$ cat src/rtl/bcd_countdown_timer_if.sv
// Control/data bundle of the BCD countdown timer; the master drives the
// controls and loads the count, the slave (the timer) drives the status back.
interface bcd_countdown_timer_if #(
  parameter int DIGITS = 4
);
  logic                  load;
  logic [4*DIGITS-1:0]   digits_in;
  logic                  start;
  logic                  stop;
  logic                  tick;
  logic [4*DIGITS-1:0]   digits_out;
  logic                  running;
  logic                  zero;
  logic                  done;

  modport master (
    output load, digits_in, start, stop, tick,
    input  digits_out, running, zero, done
  );

  modport slave (
    input  load, digits_in, start, stop, tick,
    output digits_out, running, zero, done
  );
endinterface

$ cat src/rtl/bcd_countdown_timer.sv
// Multi-digit BCD down-counter with run/pause control and a completion pulse.
// With MMSS_MODE=1, digit 1 is tens of seconds (mod 6), giving mm:ss.
module bcd_countdown_timer #(
  parameter int DIGITS    = 4,
  parameter bit MMSS_MODE = 1'b1
) (
  input  logic                  clk,
  input  logic                  clear,
  bcd_countdown_timer_if.slave  bus
);

  localparam logic [1:0] ST_IDLE  = 2'd0;
  localparam logic [1:0] ST_RUN   = 2'd1;
  localparam logic [1:0] ST_PAUSE = 2'd2;

  localparam logic [4*DIGITS-1:0] VAL_ONE = (4*DIGITS)'(1);

  logic [1:0]          state_q, state_d;
  logic [4*DIGITS-1:0] digits_q, digits_d;
  logic                done_q, done_d;

  logic [4*DIGITS-1:0] dec_val;
  logic [4*DIGITS-1:0] sat_val;
  logic                is_zero;
  logic                is_one;

  assign is_zero = (digits_q == '0);
  assign is_one  = (digits_q == VAL_ONE);

  // Per-digit decrement with borrow ripple, and load saturation to each
  // digit's maximum (5 for tens of seconds in mm:ss mode, otherwise 9).
  always_comb begin : digit_math
    logic       borrow;
    logic [3:0] dig;
    logic [3:0] max_dig;
    // NOTE: every combinational output gets a default first so no path
    // leaves it unassigned, which would otherwise infer a latch.
    borrow  = 1'b1;
    dig     = '0;
    max_dig = 4'd9;
    dec_val = '0;
    sat_val = '0;
    for (int k = 0; k < DIGITS; k++) begin
      max_dig = (k == 1 && MMSS_MODE) ? 4'd5 : 4'd9;
      dig     = digits_q[4*k +: 4];
      if (!borrow) begin
        dec_val[4*k +: 4] = dig;
      end else if (dig == 4'd0) begin
        dec_val[4*k +: 4] = max_dig;
      end else begin
        dec_val[4*k +: 4] = dig - 4'd1;
        borrow            = 1'b0;
      end
      dig               = bus.digits_in[4*k +: 4];
      sat_val[4*k +: 4] = (dig > max_dig) ? max_dig : dig;
    end
  end

  // Priority: load > stop > start > tick. A stop in IDLE is ignored but
  // still masks a simultaneous start.
  always_comb begin
    state_d  = state_q;
    digits_d = digits_q;
    done_d   = 1'b0;
    if (bus.load) begin
      digits_d = sat_val;
      state_d  = ST_IDLE;
    end else begin
      case (state_q)
        ST_IDLE: begin
          if (!bus.stop && bus.start && !is_zero) state_d = ST_RUN;
        end
        ST_RUN: begin
          if (bus.stop) begin
            state_d = ST_PAUSE;
          end else if (bus.tick) begin
            if (is_zero) begin
              state_d = ST_IDLE;
            end else begin
              digits_d = dec_val;
              if (is_one) begin
                state_d = ST_IDLE;
                done_d  = 1'b1;
              end
            end
          end
        end
        ST_PAUSE: begin
          if (!bus.stop && bus.start) state_d = ST_RUN;
        end
        default: state_d = ST_IDLE;
      endcase
    end
  end

  // NOTE: state flops use non-blocking assignments so every flop samples the
  // pre-edge values, independent of statement order.
  always_ff @(posedge clk or posedge clear) begin
    if (clear) begin
      state_q  <= ST_IDLE;
      digits_q <= '0;
      done_q   <= 1'b0;
    end else begin
      state_q  <= state_d;
      digits_q <= digits_d;
      done_q   <= done_d;
    end
  end

  assign bus.digits_out = digits_q;
  assign bus.running    = (state_q == ST_RUN);
  assign bus.zero       = is_zero;
  assign bus.done       = done_q;

endmodule

$ cat src/flat_wrapper.sv
// flat-port wrapper written by rule: the top's interface ports become plain ports
module bcd_countdown_timer_flat 
#(
  parameter int DIGITS    = 4,
  parameter bit MMSS_MODE = 1'b1
)
  (clk, clear, bus_load, bus_digits_in, bus_start, bus_stop, bus_tick, bus_digits_out, bus_running, bus_zero, bus_done);
  bcd_countdown_timer_if #(.DIGITS(DIGITS)) bus_i ();
  input  logic clk;
  input  logic clear;
  input wire logic [$bits(bus_i.load)-1:0] bus_load;
  input wire logic [$bits(bus_i.digits_in)-1:0] bus_digits_in;
  input wire logic [$bits(bus_i.start)-1:0] bus_start;
  input wire logic [$bits(bus_i.stop)-1:0] bus_stop;
  input wire logic [$bits(bus_i.tick)-1:0] bus_tick;
  output wire logic [$bits(bus_i.digits_out)-1:0] bus_digits_out;
  output wire logic [$bits(bus_i.running)-1:0] bus_running;
  output wire logic [$bits(bus_i.zero)-1:0] bus_zero;
  output wire logic [$bits(bus_i.done)-1:0] bus_done;
  assign bus_i.load = bus_load;
  assign bus_i.digits_in = bus_digits_in;
  assign bus_i.start = bus_start;
  assign bus_i.stop = bus_stop;
  assign bus_i.tick = bus_tick;
  assign bus_digits_out = bus_i.digits_out;
  assign bus_running = bus_i.running;
  assign bus_zero = bus_i.zero;
  assign bus_done = bus_i.done;
  bcd_countdown_timer #(.DIGITS(DIGITS), .MMSS_MODE(MMSS_MODE)) u_core (.clk(clk), .clear(clear), .bus(bus_i));
endmodule
$ cat config.mk
export PLATFORM = sky130hd
export DESIGN_NAME = bcd_countdown_timer_flat
export DESIGN_NICKNAME = d
export VERILOG_FILES = /design/src/rtl/bcd_countdown_timer_if.sv /design/src/rtl/bcd_countdown_timer.sv /design/src/flat_wrapper.sv
export SDC_FILE = /design/constraint.sdc
export NUM_CORES = 1
export LEC_CHECK = 0
export BUFFER_PORTS_ARGS = -buffer_cell sky130_fd_sc_hd__buf_2
export CORE_MARGIN = 5
export CORE_UTILIZATION = 50
export CTS_BUF_LIST = sky130_fd_sc_hd__clkbuf_4 sky130_fd_sc_hd__clkbuf_8
export DETAILED_ROUTE_END_ITERATION = 8
export PLACE_DENSITY = 0.82
export SLEW_MARGIN = 10
export SYNTH_ARGS = -nofsm -noshare
export SYNTH_HDL_FRONTEND = slang
export SYNTH_SLANG_ARGS = --single-unit
$ cat constraint.sdc
create_clock -name clk -period 2.4 [get_ports clk]
set_input_delay 0.24 -clock clk [delete_from_list [all_inputs] [get_ports clk]]
set_output_delay 0.24 -clock clk [all_outputs]
set_load 0.05 [all_outputs]
==> results.md, run 1 <==
* Status: finished clean
* Clock slew at reported path FFs at 0.11 ns
* Adder-cell share of the synthesized area at 0%
* Buffers on Ports at 40
* Largest net degree at the start of global routing at 20
* CTS sink cnt at 19
* Layout Cells excl Fill at 208
* Via/cell ratio at 6.16
* Fmax at 0.464 GHz
* Antenna viol nets, final at 0
* Routed wire per std cell at 16.2 microns
* WS Path Type: reg2out
* Worst-Margin Slew at 0.714 ns
* Share of layout cells above drive strength 1 at 27.8%
* Final Util at 64.5%
* Fin Setup TNS at 0 ns
* Synth cell count leaders: dfrtp_1, nor2_1, a21oi_1
* Min Tclk post-route at 2.15 ns
* Final setup vio count at 0
* Number of distinct library cells after synthesis at 37
* Delay-heaviest family, CP: simple AND/OR/NAND/NOR gates
* Synth top area share at 40.3%
* Mux share of post-synthesis cell area at 1.69%
* GR Util met1 at 27.1%
* Crit path from: u_core.bus.digits_out[11]
* Total number of vias at 1281
* Synth area leaders: dfrtp_1, a21oi_1, nor2_1, o21ai_0, nor4_1
* Pre-antenna DRT Iters at 4
* First-pass GRT wire length at 5620 microns
* CTS tree: built
* GR met3 Demand/Resource at 2.19%
* Synth Area in Compound Gates at 21.8%
* Most common cell in the netlist: dfrtp_1
* Post-CTS Setup Bufs at 0
* Max VDD drop at 0.000391 V
* Hold Fails Final Rpt at 0
* H-tree depth at 1
* Fillcell total at 212
* FF-to-FF Start: u_core.bus.digits_out[0]
* CP endpoint kind: output pin
* Max incr delay on CP at 0.51 ns
* Fin. max-slew vios at 0
* Simple-Gate Fraction of Synth Area at 32.7%
* Die H at 58.6 microns
* DRC violations left at 0
* WHS at 0.0244 ns
* Placeable Area at 2230 sq um
* Total Wirelength at 3370 microns
* Row count at 17
* Initial core utilization at 52.9%
* Area of the mapped netlist at 1180 sq um
* Grt ovf at 0
* Worst r2r path cells at 4
* Die ar. at 3430 sq um
* Crit path cell chain: nor4_1, nand4_1, inv_1, buf_2
* Flops & latches, synth at 19
* Worst Setup Start Kind: register
* Clock Path Buffers at 2
* XOR/XNOR Fraction of Synth Area at 0%
* Crit share post-route at 89.7%
* RePlAce Congestion at 0.852
* WP data required at 2.16 ns
* Crit path max fanout at 5
* Worst min path class: in2async
* Worst-Skew Late Latency at 0.31 ns
* DPL Wire Length at 2540 microns
* Diodes inserted at 0
* R2R Setup Slk at 0.38 ns
* Ys Warns at 0
* Num ports at 41
* Crit path DAT at 1.91 ns
* Area Overhead vs Synth at 22.0%
* Leakage at 0.627 nW
* CP Capture Point: bus_zero
* Max-Cap Viols at 0
* Synth area leader: dfrtp_1
* Number of synthesized flops with an enable pin at 0
* Antenna violations before repair at 0
* Vias in the first global route at 1276
* Worst r2r dst: u_core.bus.digits_out[8]
* Async set-reset flop share out of synthesis at 100%
* RSZ-0062 raised after global routing: false
* Slowest CP cell: nor4_1
* Slew margin rel. at 52.3%
* Seq/Total Area, Yosys at 40.3%
* Die width at 58.6 microns
* PwrDens at 542 nW/um^2
* Synth Net Count at 161
* M2 GR Usage at 35.7%
* Power Total at 0.782 mW
* Root Driver: clkbuf_4
* GR peak layer: met2
* Layout Nets at 203
* CP bufs+invs at 2
* Cts bufs inserted at 3
* Iter 0 DRT Violations at 36
* Setup Skew at 0.00604 ns
* Critical path depth in cells at 4
* Most used DFF post-synth: dfrtp_1
* Avg Synthesized Cell Area at 8.50 sq um
* Largest family of logic cells by synthesized area: simple AND/OR/NAND/NOR gates
* Placed Cells at 204
* Mapped Cells at 139
* Total track usage at 21.0%
==> repair_timing <==
| item | 4_1_cts | 5_1_grt |
|---|---|---|
| hold buffers | 0 | 0 |
| gates resized for setup | 0 | 1 |
| setup endpoints to repair | 0 | 1 |
==> power breakdown <==
part	leakage, nW	total [mW]	internal (mW)	switching [mW]
logic	0.378	0.218	0.0644	0.153
clock network	0.0184	0.182	0.0763	0.105
registers	0.230	0.383	0.343	0.0396
total	0.627	0.782	0.484	0.298
==> cells by family after synthesis <==
group                  count (synthesis)
AOI/OAI and AO/OA                     41
DFF                                   19
buffers and inverters                 11
muxes                                  2
and+or+nand+nor                       66
==> per-layer routing <==
| layer | vias up | routed length [microns] |
|---|---|---|
| met5 | - | 0 |
| met4 | 0 | 74 |
| met3 | 9 | 180 |
| met2 | 43 | 1690 |
| met1 | 615 | 1430 |
| li1 | 614 | - |
==> area by class of cell <==
cell class / count / area (sq um) / share of cell area [%]
multi-input cells: 109 / 671 / 46.5
repair buffers: 40 / 200 / 13.9
well taps: 28 / 35.0 / 2.43
inverters: 8 / 30.0 / 2.08
flip-flops and latches: 19 / 475 / 33.0
clock buffers: 4 / 30.0 / 2.08
==> per-stage QoR <==
step	instance area, sq um	setup WS (ns)
finish	1440	0.246
CTS	1440	0.179
floorplan	1180	0.314
global placement	1410	0.478
global route	1440	0.0688
detailed placement	1410	0.382
==> cell usage in the layout, fill, tap and decap left out, drive strengths merged <==
master	instances
a21oi	12
a21o	1
nor4	7
a31oi	4
or4b	3
nor4b	2
a211o	1
nand3	3
o31ai	3
inv	8
a22o	1
nand2	8
and3	2
nor2	15
nand2b	1
and2b	1
or4	3
mux2i	2
or2	1
buf	40
or3b	2
nand4	3
a22oi	1
and4	1
nor3	7
o21a	1
nand4b	1
nor2b	1
o21ai	9
o2111ai	1
nor3b	3
clkbuf	4
o31a	3
a211oi	2
or3	2
o21bai	2
dfrtp	19
==> how the worst min path moves through the flow <==
stage,to,slack (ns),depth (start not counted)
after global routing,u_core.bus.digits_out[7],0.12,2
after floorplan,u_core.bus.digits_out[0],0.19,1
after CTS,u_core.state_q[1],0.06,2
after global placement,u_core.state_q[0],0.40,2
after detailed placement,u_core.state_q[1],0.40,2
final,u_core.state_q[1],0.02,2
==> flip-flops by register name, indices dropped and copies added (netlist names) <==
register and count:
u_core.bus.done 1, u_core.bus.digits_out 16, u_core.state_q 2
==> worst reg2reg max path: cells and delay by family, from the launching register on <==
| family | cells | cell delay, ns |
|---|---|---|
| simple gates | 3 | 1.33 |
| compound gates | 1 | 0.14 |
| flops | 1 | 0.48 |
Note: power is estimated with default switching activity, not from simulation.
==> run 2: changes to the inputs <==
--- a/config.mk
+++ b/config.mk
@@ -7,10 +7,11 @@
 export LEC_CHECK = 0
 export BUFFER_PORTS_ARGS = -buffer_cell sky130_fd_sc_hd__buf_2
 export CORE_MARGIN = 5
-export CORE_UTILIZATION = 50
+export CORE_UTILIZATION = 46
 export CTS_BUF_LIST = sky130_fd_sc_hd__clkbuf_4 sky130_fd_sc_hd__clkbuf_8
 export DETAILED_ROUTE_END_ITERATION = 8
-export PLACE_DENSITY = 0.82
+export HOLD_SLACK_MARGIN = 0.03
+export PLACE_DENSITY = 0.79
 export SLEW_MARGIN = 10
 export SYNTH_ARGS = -nofsm -noshare
 export SYNTH_HDL_FRONTEND = slang
==> constraint.sdc (replaced) <==
create_clock -name clk -period 1.9 [get_ports clk]
set_input_delay 0.19 -clock clk [delete_from_list [all_inputs] [get_ports clk]]
set_output_delay 0.19 -clock clk [all_outputs]
set_load 0.05 [all_outputs]
==> run 2 against run 1 <==
Compared with the run above:
- total power grew 30%
- critical endpoint is now u_core.bus.digits_out[8]
- via count grew 6.2%
- critical path type is now reg2reg
- die area grew 7.2%
==> results.md, run 2 (same netlist as run 1, synthesis figures left out) <==
* Status: finished clean
* Slowest CP cell: or4b_4
* PwrDens at 619 nW/um^2
* CTS tree: built
* Total number of vias at 1361
* First-pass GRT wire length at 5820 microns
* Antenna violations before repair at 0
* Worst Setup Start Kind: register
* Vias in the first global route at 1330
* Min Tclk post-route at 1.90 ns
* Root Driver: clkbuf_4
* DPL Wire Length at 2650 microns
* Max incr delay on CP at 0.57 ns
* Most frequent cells in the layout: buf_2, buf_4, nor2_1, dfrtp_1, a21oi_1
* Fin. max-slew vios at 0
* Most common cell after layout, fill and taps aside: buf_2
* Share of layout cells above drive strength 1 at 42.6%
* Num ports at 41
* Iter 0 DRT Violations at 57
* Setup slack at placement at -0.00422 ns
* Hold Fails Final Rpt at 0
* Most used cell, CP: or4b_4
* Total track usage at 20.9%
* Layout Nets at 220
* Initial core utilization at 47.7%
* Crit path DAT at 2.14 ns
* Area Overhead vs Synth at 39.3%
* Setup Skew at 0.00821 ns
* Max FFs per register at 16
* Largest net degree at the start of global routing at 20
* Die width at 60.7 microns
* Final Util at 66.4%
* Worst-Margin Slew at 0.751 ns
* Worst min path class: in2reg
* RePlAce Congestion at 0.822
* Hold path depth at 3
* Slew margin rel. at 49.9%
* Pre-antenna DRT Iters at 4
* Final WS setup at 0.00328 ns
* Fillcell total at 217
* Clock slew at reported path FFs at 0.12 ns
* Row count at 18
* Buffers on Ports at 40
* WP data required at 2.15 ns
* RSZ-0062 raised after global routing: true
* Diodes inserted at 0
* Crit share post-route at 99.8%
* Worst r2r path cells at 4
* DRC violations left at 0
* CP endpoint kind: register
* Clock Path Buffers at 2
* Crit path max fanout at 4
* Total Wirelength at 3590 microns
* Routed wire per std cell at 15.8 microns
* Cts bufs inserted at 3
* Final setup vio count at 0
* Crit path cell chain: or4b_4, or2_1, or4b_4, a21oi_2
* CTS sink cnt at 19
* Worst-Skew Late Latency at 0.31 ns
* Max VDD drop at 0.000354 V
* Placeable Area at 2480 sq um
* WS Path Type: reg2reg
* Via/cell ratio at 6.00
* Die ar. at 3680 sq um
* Die H at 60.7 microns
* Leakage at 0.705 nW
* Fmax at 0.527 GHz
* Max-Cap Viols at 0
* Antenna viol nets, final at 0
* H-tree depth at 1
* Grt ovf at 0
==> run 2: per-stage QoR <==
stage          area, sq um  power [mW]  cells  TNS (ns)  hold WS, ns
3_3_place_gp          1520       0.781    218         0        0.342
3_5_place_dp          1520       0.791    218  -0.00422        0.352
5_1_grt               1650        1.07    227    -0.209       0.0890
2_1_floorplan         1200       0.680    139   -0.0716        0.141
4_1_cts               1610        1.02    227         0       0.0889
6_report              1650        1.02    227         0       0.0988
==> run 2: layout make-up <==
cell class	instances	area [sq um]	area share [%]
Multi-Input combinational cell	109	729	44.3
Sequential cell	19	484	29.4
Timing Repair Buffer	57	337	20.5
Tap cell	30	37.5	2.28
Inverter	8	30.0	1.83
Clock buffer	3	22.5	1.37
Clock inverter	1	5.00	0.304
==> run 2: timing repair <==
action | 4_1_cts | 5_1_grt
gates resized for setup | 6 | 8
pin swaps | 1 | 1
setup endpoints to repair | 3 | 8
hold buffers | 1 | 0
hold endpoints to repair | 19 | 0
setup buffers | 4 | 0
==> run 2: power by group <==
part           switching [mW]  internal (mW)  leakage, nW
Combinational           0.222          0.109        0.465
Clock                   0.134         0.0786       0.0177
Sequential             0.0386          0.435        0.222
==> run 2: routing by layer <==
layer	vias to the layer above	track usage (%)	routed length (microns)
met3	6	3.40	270
met5	-	0	0
met2	53	33.9	1780
li1	648	-	-
met4	0	8.98	31
met1	654	27.6	1510
==> run 2: final timing paths <==
kind	slack [ns]	to	start
worst max-delay path	0.003	u_core.bus.digits_out[8]	u_core.bus.digits_out[0]
worst min-delay path	0.1	u_core.bus.digits_out[5]	bus_digits_in[5]
worst max register to register	0.003	u_core.bus.digits_out[8]	u_core.bus.digits_out[0]
worst min register to register	0.63	u_core.bus.digits_out[14]	u_core.bus.digits_out[14]
max in group asynchronous	0.84	u_core.bus.digits_out[1]	clear
min in group asynchronous	0.54	u_core.state_q[1]	clear
==> run 2: critical path, delay by kind of cell (launching register included) <==
kind | cells | cell delay (ns)
DFF | 1 | 0.42
AOI/OAI and AO/OA | 1 | 0.12
and+or+nand+nor | 3 | 1.30
